`src/rtl/kyber_pkg.sv`:
```
// Shared Kyber constants, polynomial sizing helper and the byte-encoder state type.
package kyber_pkg;

  localparam int KYBER_N = 256;
  localparam int KYBER_Q = 3329;

  typedef enum logic {ACCEPT, FLUSH} enc_state_t;

  function automatic int poly_bytes(input int d);
    return 32 * d;
  endfunction

endpackage

```
`src/rtl/byte_encode.sv`:
```
// Packs D-bit coefficients LSB-first into bytes; a completed byte is presented the cycle after
// the coefficient that finishes it. in_ready depends only on registered fill, never on out_ready.
module byte_encode
  import kyber_pkg::*;
#(
  parameter int D      = 10,
  parameter int N_COEF = KYBER_N,
  parameter int BUF_W  = 24
) (
  input  logic         clk,
  input  logic         rst,
  input  logic         in_valid,
  output logic         in_ready,
  input  logic [D-1:0] in_coef,
  output logic         out_valid,
  input  logic         out_ready,
  output logic [7:0]   out_byte,
  output logic         out_last
);

  localparam int NBYTES = poly_bytes(D);
  localparam int CW     = (N_COEF > 1) ? $clog2(N_COEF) : 1;
  localparam int BW     = (NBYTES > 1) ? $clog2(NBYTES) : 1;
  localparam int FW     = $clog2(BUF_W + 1);

  enc_state_t       state_q, state_d;
  logic [BUF_W-1:0] acc_q, acc_d, acc_sh;
  logic [FW-1:0]    fill_q, fill_d, fill_sh;
  logic [CW-1:0]    coef_cnt_q, coef_cnt_d;
  logic [BW-1:0]    byte_cnt_q, byte_cnt_d;
  logic             in_fire, out_fire, last_coef, last_byte;

  assign out_valid = (fill_q >= FW'(8));
  assign out_byte  = acc_q[7:0];
  assign last_byte = (byte_cnt_q == BW'(NBYTES - 1));
  assign out_last  = out_valid && last_byte;
  assign in_ready  = (state_q == ACCEPT) && ((int'(fill_q) + D) <= BUF_W);
  assign in_fire   = in_valid && in_ready;
  assign out_fire  = out_valid && out_ready;
  assign last_coef = (coef_cnt_q == CW'(N_COEF - 1));

  always_comb begin
    acc_sh     = acc_q;
    fill_sh    = fill_q;
    state_d    = state_q;
    coef_cnt_d = coef_cnt_q;
    byte_cnt_d = byte_cnt_q;

    // Drain first so a new coefficient lands directly above the bits that remain.
    if (out_fire) begin
      acc_sh     = acc_q >> 8;
      fill_sh    = fill_q - FW'(8);
      byte_cnt_d = last_byte ? '0 : byte_cnt_q + BW'(1);
    end

    acc_d  = acc_sh;
    fill_d = fill_sh;
    if (in_fire) begin
      acc_d  = acc_sh | (BUF_W'(in_coef) << fill_sh);
      fill_d = fill_sh + FW'(D);
      if (!last_coef) begin
        coef_cnt_d = coef_cnt_q + CW'(1);
      end
    end

    case (state_q)
      ACCEPT: begin
        if (in_fire && last_coef) begin
          state_d = FLUSH;
        end
      end
      FLUSH: begin
        if (out_fire && last_byte) begin
          state_d    = ACCEPT;
          coef_cnt_d = '0;
          acc_d      = '0;
          fill_d     = '0;
        end
      end
      default: state_d = ACCEPT;
    endcase
  end

  always_ff @(posedge clk) begin
    if (rst) begin
      state_q    <= ACCEPT;
      acc_q      <= '0;
      fill_q     <= '0;
      coef_cnt_q <= '0;
      byte_cnt_q <= '0;
    end else begin
      state_q    <= state_d;
      acc_q      <= acc_d;
      fill_q     <= fill_d;
      coef_cnt_q <= coef_cnt_d;
      byte_cnt_q <= byte_cnt_d;
    end
  end

endmodule

```
`config.mk`:
```
export PLATFORM = sky130hd
export DESIGN_NAME = byte_encode
export DESIGN_NICKNAME = d
export VERILOG_FILES = /design/src/rtl/kyber_pkg.sv /design/src/rtl/byte_encode.sv
export SDC_FILE = /design/constraint.sdc
export NUM_CORES = 1
export LEC_CHECK = 0
export BUFFER_PORTS_ARGS = -buffer_cell sky130_fd_sc_hd__buf_2
export CAP_MARGIN = 10
export CELL_PAD_IN_SITES_DETAIL_PLACEMENT = 1
export CELL_PAD_IN_SITES_GLOBAL_PLACEMENT = 1
export CORE_ASPECT_RATIO = 0.5
export CORE_MARGIN = 3
export CORE_UTILIZATION = 48
export DETAILED_ROUTE_END_ITERATION = 16
export PLACE_DENSITY_LB_ADDON = 0.1
export REMOVE_ABC_BUFFERS = 1
export SLEW_MARGIN = 10
export SYNTH_ARGS = -nofsm -noshare
export SYNTH_HDL_FRONTEND = slang
export SYNTH_SLANG_ARGS = --single-unit
export TNS_END_PERCENT = 20
```
`constraint.sdc`:
```
create_clock -name clk -period 3.2 [get_ports clk]
set_clock_uncertainty 0.05 [all_clocks]
set_input_delay 0.48 -clock clk [delete_from_list [all_inputs] [get_ports clk]]
set_output_delay 0.48 -clock clk [all_outputs]
set_load 0.05 [all_outputs]
```
# ---- After elaboration in Yosys (flattened, before gate mapping)
# Index checks and enable logic that the tools add are counted.
# Widths: inputs -> output; s select.
dict set report totals {
  regBits 47
  latchBits 0
  ram_bits 0
  romBits 0
  out_inout_bits 11
  elab_cells 39
  memories 0
}
dict set report op_classes {
  addsub 5
  n_mul 0
  n_div 0
  order_cmp 2
  eq_ne 2
  n_shift 1
  muxes 16
  n_bitwise 2
  n_reduce_logical 6
}
# cell count
set ops {}
lappend ops {{$mux 24} 4}
lappend ops {{$mux 8} 4}
lappend ops {{$or 24x24->24} 1}
lappend ops {{$shl 10x5->24} 1}
lappend ops {{$mux 5} 4}
lappend ops {{$add 9x1->9 const B} 1}
lappend ops {{$eq 9x9->1 const B} 1}
lappend ops {{$mux 9} 1}
lappend ops {{$add 8x1->8 const B} 1}
lappend ops {{$eq 8x8->1 const B} 1}
lappend ops {{$add 5x4->6 const B} 1}
lappend ops {{$le 6x5->1 const B} 1}
lappend ops {{$logic_and 1x1->1} 6}
lappend ops {{$add 5x4->5 const B} 1}
lappend ops {{$ge 5x4->1 const B} 1}
lappend ops {{$sub 5x4->5 const B} 1}
lappend ops {{$mux 1} 2}
lappend ops {{$pmux 1 s2} 1}
lappend ops {{$not 1->1} 1}

# ---- Longest topological paths before layout
# Gate-level depths: netlist of run 1.
dict set report depth {
  word_depth 8
  depth_mapped 10
}

# ---- Least setup slack after synthesis of run 1
# OpenSTA, ideal clock, no wires.
dict set report synth_path {
  path_kind {flip-flop to output port}
  startpoint {register fill_q[2]}
  endpoint {output in_ready}
  arrival_ns 2.060
  slack_ns 0.610
  stages_incl_launch_ff 5
  n_path_buf 0
  path_cell_list {dfxtp_1 -> ha_1 -> nor2b_1 -> o32ai_4 -> nor3_1}
}
dict set report synth_between {
  elab_chain_len 3
}
# element line_no
set synth_lines {}
lappend synth_lines {{start: declaration} byte_encode.sv:28} ;# logic [FW-1:0] fill_q, fill_d, fill_sh;
lappend synth_lines {{start signal: assignment} byte_encode.sv:94} ;# fill_q <= fill_d;
lappend synth_lines {{$add 5x4->6} byte_encode.sv:37} ;# assign in_ready = (state_q == ACCEPT) && ((int'(fill_q) + D) <= BUF_W);
lappend synth_lines {{$le 6x5->1} byte_encode.sv:37}
lappend synth_lines {{$logic_and 1x1->1} byte_encode.sv:37}
lappend synth_lines {{end: declaration} byte_encode.sv:13} ;# output logic in_ready,
# No other way between the ends.

# ---- Worst setup path after layout of run 1
dict set report layout_path {
  startpoint {register fill_q[3]}
  endpoint {register acc_q[9]}
}
dict set report layout_between {
  elab_chain_len 8
  word_cells_on_any_way 15
  cone_classes {add/sub (2); order compare (2); shift (1); mux (5); bitwise (1); reduce/logical (4)}
}
# element line_no
set layout_lines {}
lappend layout_lines {{$ge 5x4->1} byte_encode.sv:33} ;# assign out_valid = (fill_q >= FW'(8));
lappend layout_lines {{$logic_and 1x1->1} byte_encode.sv:39} ;# assign out_fire = out_valid && out_ready;
lappend layout_lines {{$mux 5} byte_encode.sv:50} ;# if (out_fire) begin
lappend layout_lines {{$shl 10x5->24} byte_encode.sv:59} ;# acc_d = acc_sh | (BUF_W'(in_coef) << fill_sh);
lappend layout_lines {{$or 24x24->24} byte_encode.sv:59}
lappend layout_lines {{$mux 24} byte_encode.sv:58} ;# if (in_fire) begin
lappend layout_lines {{$mux 24} byte_encode.sv:73} ;# if (out_fire && last_byte) begin
lappend layout_lines {{$mux 24 (*)} byte_encode.sv:66} ;# case (state_q)
lappend layout_lines {{end signal: assignment} byte_encode.sv:87} ;# acc_q <= '0;
lappend layout_lines {{end signal: assignment} byte_encode.sv:93} ;# acc_q <= acc_d;
lappend layout_lines {{end: declaration} byte_encode.sv:27} ;# logic [BUF_W-1:0] acc_q, acc_d, acc_sh;
# Every way passes the cells marked *; elsewhere a longest branch is shown, timed or not.
# A chain may end at the register's enable or synchronous reset.

==> results.py, run 1 <==
metrics = {
    "final_layout": {
        "fill_cells": 643,
        "stdcell_area_mm2": 0.00302,
        "final_nets": 370,
        "layout-drive-gt1-share": 0.160,
        "final_util": 0.580,
        "multiInputGateArea_mm2": 0.00163,
        "register_area_um2": 921,
        "diodes": 0,
        "syn_to_final_growth_pct": 10.1,
    },
    "place": {
        "pre_cts_ws_ns": 0.501,
        "dp_hpwl_um": 5550,
        "place.port_buffers": 24,
        "gp_congestion": 0.841,
        "dpl_cell_area_mm2": 0.00284,
    },
    "logic_synthesis": {
        "synth_most_common_cell": "nand2_1",
        "synthDistinctLibCells": 60,
        "synth.top_cells.by_area": "dfxtp_1, nand2_1, mux2i_1",
        "syn_inst": 340,
        "synth_top_flop_cell": "dfxtp_1",
        "synth_edf_count": 0,
        "ys_ff_latch": 46,
        "synthTopCellsByCount": "nand2_1, dfxtp_1, nand3_1",
        "syn_area_mm2": 0.00274,
        "synthArstFlopShare": 0,
        "synth_top_area_frac": 0.336,
        "synth-seq-area-share": 0.336,
        "yosysTopAreaCell": "dfxtp_1",
        "avgSynthCellArea_um2": 8.06,
        "yosysWarnings": 0,
    },
    "sta": {
        "worst_pin_slew_ns": 0.840,
        "grt_setup_unrepaired": "false",
        "fin_crit_sh": 0.910,
        "slew_violations": 0,
        "tns_ns": 0,
        "slew_headroom": 0.436,
        "worst_slack_ns": 0.288,
        "fmax_ghz": 0.343,
        "hold_violations": 0,
        "fin_crit_ns": 2.91,
        "setup_violations": 0,
    },
    "critical_path": {
        "path_buf_inv": 2,
        "cp_cell_sequence": "inv_1 -> ha_1 -> nor2b_2 -> buf_4 -> xnor2_1 -> nand3_1 -> a211o_1 -> a31oi_1",
        "crit_path_end_kind": "flip-flop",
        "worstSetupStartpointType": "flip-flop",
        "slowest_delay_ns": 0.64,
        "crit_type": "flip-flop to flip-flop",
        "cp.arrival_ns": 3.08,
        "cp_slowest_cell": "dfxtp_1",
        "cp_max_fo": 28,
        "required_ns": 3.37,
        "path_delay_family": "flip-flops",
    },
    "status": {
        "status": "completed",
    },
    "route": {
        "drt.antenna.violating_nets": 0,
        "first_pass_iters": 4,
        "drtIter0Drc": 106,
        "drc_errors": 0,
        "via_per_inst": 6.17,
        "drt_wl_total_um": 8070,
        "vias": 2598,
        "routedWlPerCell_um": 19.2,
    },
    "cts": {
        "postCtsResizedCells": 0,
        "postCtsHoldBufs": 0,
        "cts_setup_buffers": 0,
        "clock-sinks": 46,
        "cts_tree": "yes",
        "cts_root_buf": "clkbuf_16",
        "htreeDepth": 2,
        "clock_latency_ns": 0.29,
        "clk_pin_slew_worst_paths_ns": 0.07,
        "cts.path.max_buffers": 2,
        "cts-buffers-inserted": 5,
    },
    "floorplan": {
        "die_h_um": 59.4,
        "coreArea_mm2": 0.00520,
        "initial_core_util": 0.526,
        "num_rows": 18,
        "die_x_um": 113,
        "die_area_mm2": 0.00670,
        "io_pins": 25,
    },
    "global_route": {
        "grt-ovfl-total": 0,
        "met2_usage": 0.452,
        "grt_pass1_wl_um": 13400,
        "antenna_found_initial": 0,
        "grt_use_met1": 0.316,
        "grt_max_degree": 29,
        "use_met3": 0.0571,
        "first_global_vias": 2775,
        "grt_use_total": 0.252,
        "grt_busiest_layer": "met2",
    },
    "worst_hold_path": {
        "hold_class": "flip-flop to flip-flop",
    },
    "pwr": {
        "irDropWorstVdd_mv": 0.412,
        "power_density_mw_per_mm2": 949,
        "total_power_uw": 2860,
        "p_leak_uw": 0.00108,
    },
    "job": {
        "max-cap-violations": 0,
    },
}
[metal layers]
metal	vias up	share of wire	routed length, um
met5	-	0	0
met4	0	0.011	89
met3	15	0.049	393
met2	58	0.47	3780
met1	1280	0.47	3810
li1	1245	-	-
[report_power, final]
| group | total [uW] | switching (uW) | internal [uW] |
|---|---|---|---|
| Sequential | 808 | 110 | 698 |
| Combinational | 1460 | 992 | 464 |
| Clock | 598 | 229 | 369 |
| Total | 2860 | 1330 | 1530 |
[final timing paths]
check	start	to	slack [ns]	cells after the start
max	fill_q[3]	acc_q[9]	0.29	8
min	acc_q[18]	acc_q[10]	0.42	2
max reg2reg	fill_q[3]	acc_q[9]	0.29	8
min reg2reg	acc_q[18]	acc_q[10]	0.42	2
[kinds of logic (layout without fill, tap and decap cells)]
group / after synthesis / after routing / share of synthesized area
muxes: 17 / 17 / 0.0640
and+or+nand+nor: 144 / 144 / 0.264
adders and majority gates: 6 / 6 / 0.0274
AOI/OAI and AO/OA: 81 / 81 / 0.206
buffers and inverters: 37 / 48 / 0.0735
xor gates and xnor gates: 9 / 9 / 0.0288
DFF: 46 / 46 / 0.336
[worst reg2reg max path: cells and delay by family (launching register included)]
kind,cells,cell delay [ns]
DFF,1,0.64
buffers and inverters,2,0.54
AOI/OAI and AO/OA,2,0.51
xor gates and xnor gates,1,0.44
and+or+nand+nor,2,0.37
adders and majority gates,1,0.29
[sequential cells by signal (all words and copies together), names as in the netlist]
register / cells
acc_q: 24
byte_cnt_q: 9
coef_cnt_q: 8
fill_q: 4
state_q: 1
[through the flow]
stage / hold slack [ns] / instances
CTS: 0.417 / 421
global route: 0.443 / 421
detailed placement: 0.409 / 413
global placement: 0.399 / 413
finish: 0.417 / 421
floorplan: 0.382 / 310
[cells in the final DEF (no fill, tap or decap), types with 4 or more instances in the layout]
cell and n:
ha_1 6, mux2i_1 13, nor2_1 19, clkbuf_16 5, a31oi_1 18, nand2_1 55
mux2_2 4, nand3_1 22, a21oi_1 18, nor2b_1 5, nand4_1 5, nand2b_1 5
nor3_1 7, buf_4 9, inv_1 7, xor2_1 6, o211ai_1 4, a211oi_1 5
dfxtp_1 46, buf_2 24, o21ai_0 6
[final cells by class]
type,count,share of cell area
Inverter,7,0.00871
Clock inverter,2,0.0124
Tap cell,70,0.0290
Sequential cell,46,0.305
Clock buffer,6,0.0427
Multi-Input combinational cell,257,0.539
Timing Repair Buffer,33,0.0622
Note: power is estimated with default switching activity, not from simulation.
==> run 2, diff against run 1 <==
--- a/config.mk
+++ b/config.mk
@@ -12,3 +12,3 @@
 export CORE_ASPECT_RATIO = 0.5
-export CORE_MARGIN = 3
+export CORE_MARGIN = 1.5
 export CORE_UTILIZATION = 48
--- a/constraint.sdc
+++ b/constraint.sdc
@@ -4,2 +4,2 @@
 set_output_delay 0.48 -clock clk [all_outputs]
-set_load 0.05 [all_outputs]
+set_load 0.005 [all_outputs]
==> results.py, run 2 (synthesis gave the netlist of run 1 again) <==
metrics = {
    "global_route": {
        "grt_use_total": 0.265,
        "antenna_found_initial": 0,
        "grt_pass1_wl_um": 12600,
        "grt-ovfl-total": 0,
        "grt_max_degree": 29,
        "first_global_vias": 2499,
    },
    "cts": {
        "cts_tree": "yes",
        "postCtsResizedCells": 0,
        "postCtsHoldBufs": 0,
        "cts.path.max_buffers": 2,
        "htreeDepth": 2,
        "cts-buffers-inserted": 5,
        "clk_pin_slew_worst_paths_ns": 0.07,
        "clock_latency_ns": 0.30,
        "cts_setup_buffers": 0,
        "clock-sinks": 46,
        "cts_root_buf": "clkbuf_16",
    },
    "final_layout": {
        "diodes": 0,
        "reg.largest.list": "acc_q: 24 flops, byte_cnt_q: 9 flops, coef_cnt_q: 8 flops",
        "syn_to_final_growth_pct": 9.36,
        "stdcell_area_mm2": 0.00300,
        "layout-drive-gt1-share": 0.160,
        "fill_cells": 677,
        "largest_register": "acc_q",
        "final_nets": 370,
        "layout_commonest_cell": "nand2_1",
        "layout_common_cells": "nand2_1, dfxtp_1, buf_2, nand3_1, nor2_1",
        "largest_reg_flops": 24,
    },
    "sta": {
        "slew_headroom": 0.450,
        "fmax_ghz": 0.368,
        "tns_ns": 0,
        "fin_crit_ns": 2.72,
        "hold_violations": 0,
        "worst_pin_slew_ns": 0.819,
        "slew_violations": 0,
        "fin_crit_sh": 0.849,
        "grt_setup_unrepaired": "false",
        "holdWs_ns": 0.405,
        "setup_violations": 0,
    },
    "status": {
        "status": "completed",
    },
    "floorplan": {
        "die_x_um": 110,
        "num_rows": 19,
        "coreArea_mm2": 0.00549,
        "initial_core_util": 0.499,
        "die_area_mm2": 0.00620,
        "io_pins": 25,
        "die_h_um": 56.4,
    },
    "route": {
        "drc_errors": 0,
        "drt.antenna.violating_nets": 0,
        "via_per_inst": 6.02,
        "drt_wl_total_um": 7460,
        "first_pass_iters": 4,
        "drtIter0Drc": 137,
        "vias": 2554,
        "routedWlPerCell_um": 17.6,
    },
    "place": {
        "place.port_buffers": 24,
        "dp_hpwl_um": 5260,
        "gp_congestion": 0.856,
        "dpl_cell_area_mm2": 0.00285,
    },
    "pwr": {
        "p_leak_uw": 0.00107,
        "power_density_mw_per_mm2": 868,
        "irDropWorstVdd_mv": 0.339,
    },
    "critical_path": {
        "crit_path_end_kind": "flip-flop",
        "cp_slowest_cell": "dfxtp_1",
        "slowest_delay_ns": 0.58,
        "cp.arrival_ns": 2.89,
        "cp_cell_sequence": "inv_1 -> ha_1 -> nor2b_2 -> buf_4 -> xnor2_1 -> nand3_1 -> a211o_1 -> a31oi_1",
        "required_ns": 3.37,
        "worstSetupStartpointType": "flip-flop",
        "crit_type": "flip-flop to flip-flop",
        "cp_max_fo": 28,
    },
    "worst_hold_path": {
        "hold_class": "primary input to flip-flop",
    },
    "job": {
        "max-cap-violations": 0,
    },
}
[run 2: cell count changes in the layout (fill, tap and decap cells not counted), sizes merged]
cell and delta:
clkinv +2, bufinv -1, clkbuf -1
[run 2: per-stage QoR]
step | util | setup slack (ns) | power (uW) | std cells
floorplan | - | 0.102 | 1630 | 310
global placement | 0.517 | 0.597 | 2000 | 415
detailed placement | 0.519 | 0.514 | 2070 | 416
CTS | 0.545 | 0.504 | 2600 | 424
global route | 0.545 | 0.229 | 2790 | 424
finish | 0.545 | 0.485 | 2600 | 424
[run 2: metal layers]
metal | global-route usage | wire length, um | share of wire
met1 | 0.372 | 3680 | 0.49
met5 | 0 | 0 | 0
met3 | 0.0546 | 348 | 0.047
met2 | 0.413 | 3350 | 0.45
met4 | 0.0724 | 74 | 0.0099
[run 2: critical path, delay by kind of cell (launching register included)]
family / cells / cell delay, ns
buf+inv: 2 / 0.50
xor+xnor: 1 / 0.42
compound gates: 2 / 0.48
flops: 1 / 0.58
simple gates: 2 / 0.32
fa+ha+maj: 1 / 0.28
[run 2: final timing paths]
check / to / depth (start not counted) / from / slack (ns)
worst max-delay path: acc_q[9] / 8 / fill_q[3] / 0.48
worst min-delay path: byte_cnt_q[8] / 2 / rst / 0.40
worst max register to register: acc_q[9] / 8 / fill_q[3] / 0.48
worst min register to register: acc_q[19] / 2 / acc_q[19] / 0.41
[run 2: layout make-up]
cell class	instances	area (um^2)	share of cell area
multi-input cells	257	1620	0.541
flip-flops and latches	46	921	0.307
repair buffers	33	191	0.0639
clock buffers	5	125	0.0418
well taps	73	91.3	0.0305
inverters	7	26.3	0.00877
clock inverters	3	21.3	0.00710
[run 2: report_power, final]
part / leakage, uW / internal, uW / switching [uW]
clock network: 0.0000698 / 290 / 242
registers: 0.000374 / 698 / 100
logic: 0.000626 / 474 / 796
total: 0.00107 / 1460 / 1140
==> run 3, diff against run 2 <==
Settings changed: CORE_UTILIZATION 48 to 44.
Clock period 3.2 ns to 2.8 ns, I/O delays scaled along.
==> results.py, run 3 (synthesis gave the netlist of run 1 again) <==
metrics = {
    "critical_path": {
        "worstSetupStartpointType": "flip-flop",
        "setup.worst_path.start": "fill_q[4]",
        "r2r_setup_slack_ns": 0.27,
        "path_delay_family": "XOR/XNOR gates",
        "cp_max_fo": 11,
        "cp.arrival_ns": 2.70,
        "slowest_delay_ns": 0.73,
        "crit_path_end_kind": "flip-flop",
        "crit_type": "flip-flop to flip-flop",
        "rr_endpoint": "acc_q[8]",
        "cp_cell_sequence": "inv_1 -> ha_1 -> nor2b_2 -> buf_4 -> xnor2_1 -> nand3_1 -> a211o_1 -> a31oi_1",
        "cp_slowest_cell": "xnor2_1",
        "path_buf_inv": 2,
        "r2r_cells": 8,
        "required_ns": 2.97,
        "rr_startpoint": "fill_q[4]",
    },
    "route": {
        "first_pass_iters": 4,
        "drtIter0Drc": 101,
        "routedWlPerCell_um": 16.9,
        "drt.antenna.violating_nets": 0,
        "via_per_inst": 5.70,
        "drt_wl_total_um": 7490,
        "vias": 2524,
        "drc_errors": 0,
    },
    "status": {
        "status": "completed",
    },
    "floorplan": {
        "die_x_um": 115,
        "coreArea_mm2": 0.00603,
        "num_rows": 20,
        "die_h_um": 58.8,
        "die_area_mm2": 0.00674,
        "initial_core_util": 0.454,
        "io_pins": 25,
    },
    "cts": {
        "clock_latency_ns": 0.29,
        "clock-sinks": 46,
        "cts_root_buf": "clkbuf_16",
        "postCtsResizedCells": 0,
        "cts_setup_buffers": 0,
        "htreeDepth": 2,
        "cts_tree": "yes",
        "cts.path.max_buffers": 2,
        "cts-buffers-inserted": 5,
        "clk_pin_slew_worst_paths_ns": 0.06,
        "postCtsHoldBufs": 0,
    },
    "final_layout": {
        "layout-drive-gt1-share": 0.169,
        "reg.largest.list": "acc_q: 24 flops, byte_cnt_q: 9 flops, coef_cnt_q: 8 flops",
        "layout_commonest_cell": "nand2_1",
        "layout_common_cells": "nand2_1, dfxtp_1, buf_2, nand3_1, nor2_1",
        "diodes": 0,
        "syn_to_final_growth_pct": 12.2,
        "register_area_um2": 921,
        "stdcell_area_mm2": 0.00307,
        "largest_reg_flops": 24,
        "fill_cells": 735,
        "multiInputGateArea_mm2": 0.00162,
        "largest_register": "acc_q",
        "final_nets": 374,
    },
    "sta": {
        "slew_violations": 0,
        "hold_violations": 0,
        "fin_crit_sh": 0.904,
        "worst_slack_ns": 0.269,
        "setup_violations": 0,
        "grt_setup_unrepaired": "false",
        "fin_crit_ns": 2.53,
        "holdWs_ns": 0.374,
        "worst_pin_slew_ns": 0.920,
        "tns_ns": 0,
        "fmax_ghz": 0.395,
        "slew_headroom": 0.382,
    },
    "global_route": {
        "grt_pass1_wl_um": 12700,
        "antenna_found_initial": 0,
        "first_global_vias": 2555,
        "grt-ovfl-total": 0,
        "grt_use_total": 0.242,
        "grt_max_degree": 27,
    },
    "pwr": {
        "irDropWorstVdd_mv": 0.327,
        "p_leak_uw": 0.00111,
        "power_density_mw_per_mm2": 1000,
    },
    "worst_hold_path": {
        "hold_class": "primary input to flip-flop",
        "min-delay-start": "rst",
        "hold_end": "byte_cnt_q[1]",
        "hold_depth": 2,
    },
    "job": {
        "max-cap-violations": 0,
    },
    "place": {
        "pre_cts_ws_ns": 0.276,
        "dp_hpwl_um": 5540,
        "place.port_buffers": 24,
        "gp_congestion": 0.811,
        "dpl_cell_area_mm2": 0.00291,
    },
}
run 3: changes by cell type in the layout (fill, tap and decap cells not counted), sizes merged:
cell | before | now
clkinvlp | 1 | 0
clkbuf | 5 | 8
clkinv | 2 | 0
buf | 33 | 37
run 3: worst max path at each step:
stage / end / slack [ns] / depth (start not counted)
2_1_floorplan: acc_q[10] / -0.30 / 7
3_3_place_gp: acc_q[9] / 0.44 / 8
3_5_place_dp: acc_q[8] / 0.28 / 8
4_1_cts: acc_q[8] / 0.28 / 8
5_1_grt: acc_q[8] / 0.08 / 8
6_report: acc_q[8] / 0.27 / 8
run 3: final cells by class:
class / count / share of cell area
multi-input cells: 257 / 0.527
repair buffers: 37 / 0.0749
inverters: 7 / 0.00855
well taps: 88 / 0.0358
clock buffers: 8 / 0.0542
flip-flops and latches: 46 / 0.300
run 3: metrics by stage:
| stage | power, uW | cells | util |
|---|---|---|---|
| after floorplan | 1860 | 310 | - |
| after global placement | 2360 | 435 | 0.482 |
| after detailed placement | 2420 | 435 | 0.482 |
| after CTS | 3080 | 443 | 0.510 |
| after global routing | 3290 | 443 | 0.510 |
| final | 3070 | 443 | 0.510 |
run 3: metal layers:
metal,share of wire,up-vias,wire length (um),GRT usage
met4,0.0048,0,36,0.0429
li1,-,1252,-,-
met5,0,-,0,0
met3,0.028,5,209,0.0463
met2,0.46,27,3420,0.411
met1,0.51,1240,3830,0.327
run 3: power breakdown:
part	internal, uW	leakage (uW)	switching (uW)
Combinational	581	0.000649	953
Sequential	798	0.000374	91.0
Clock	404	0.0000832	246
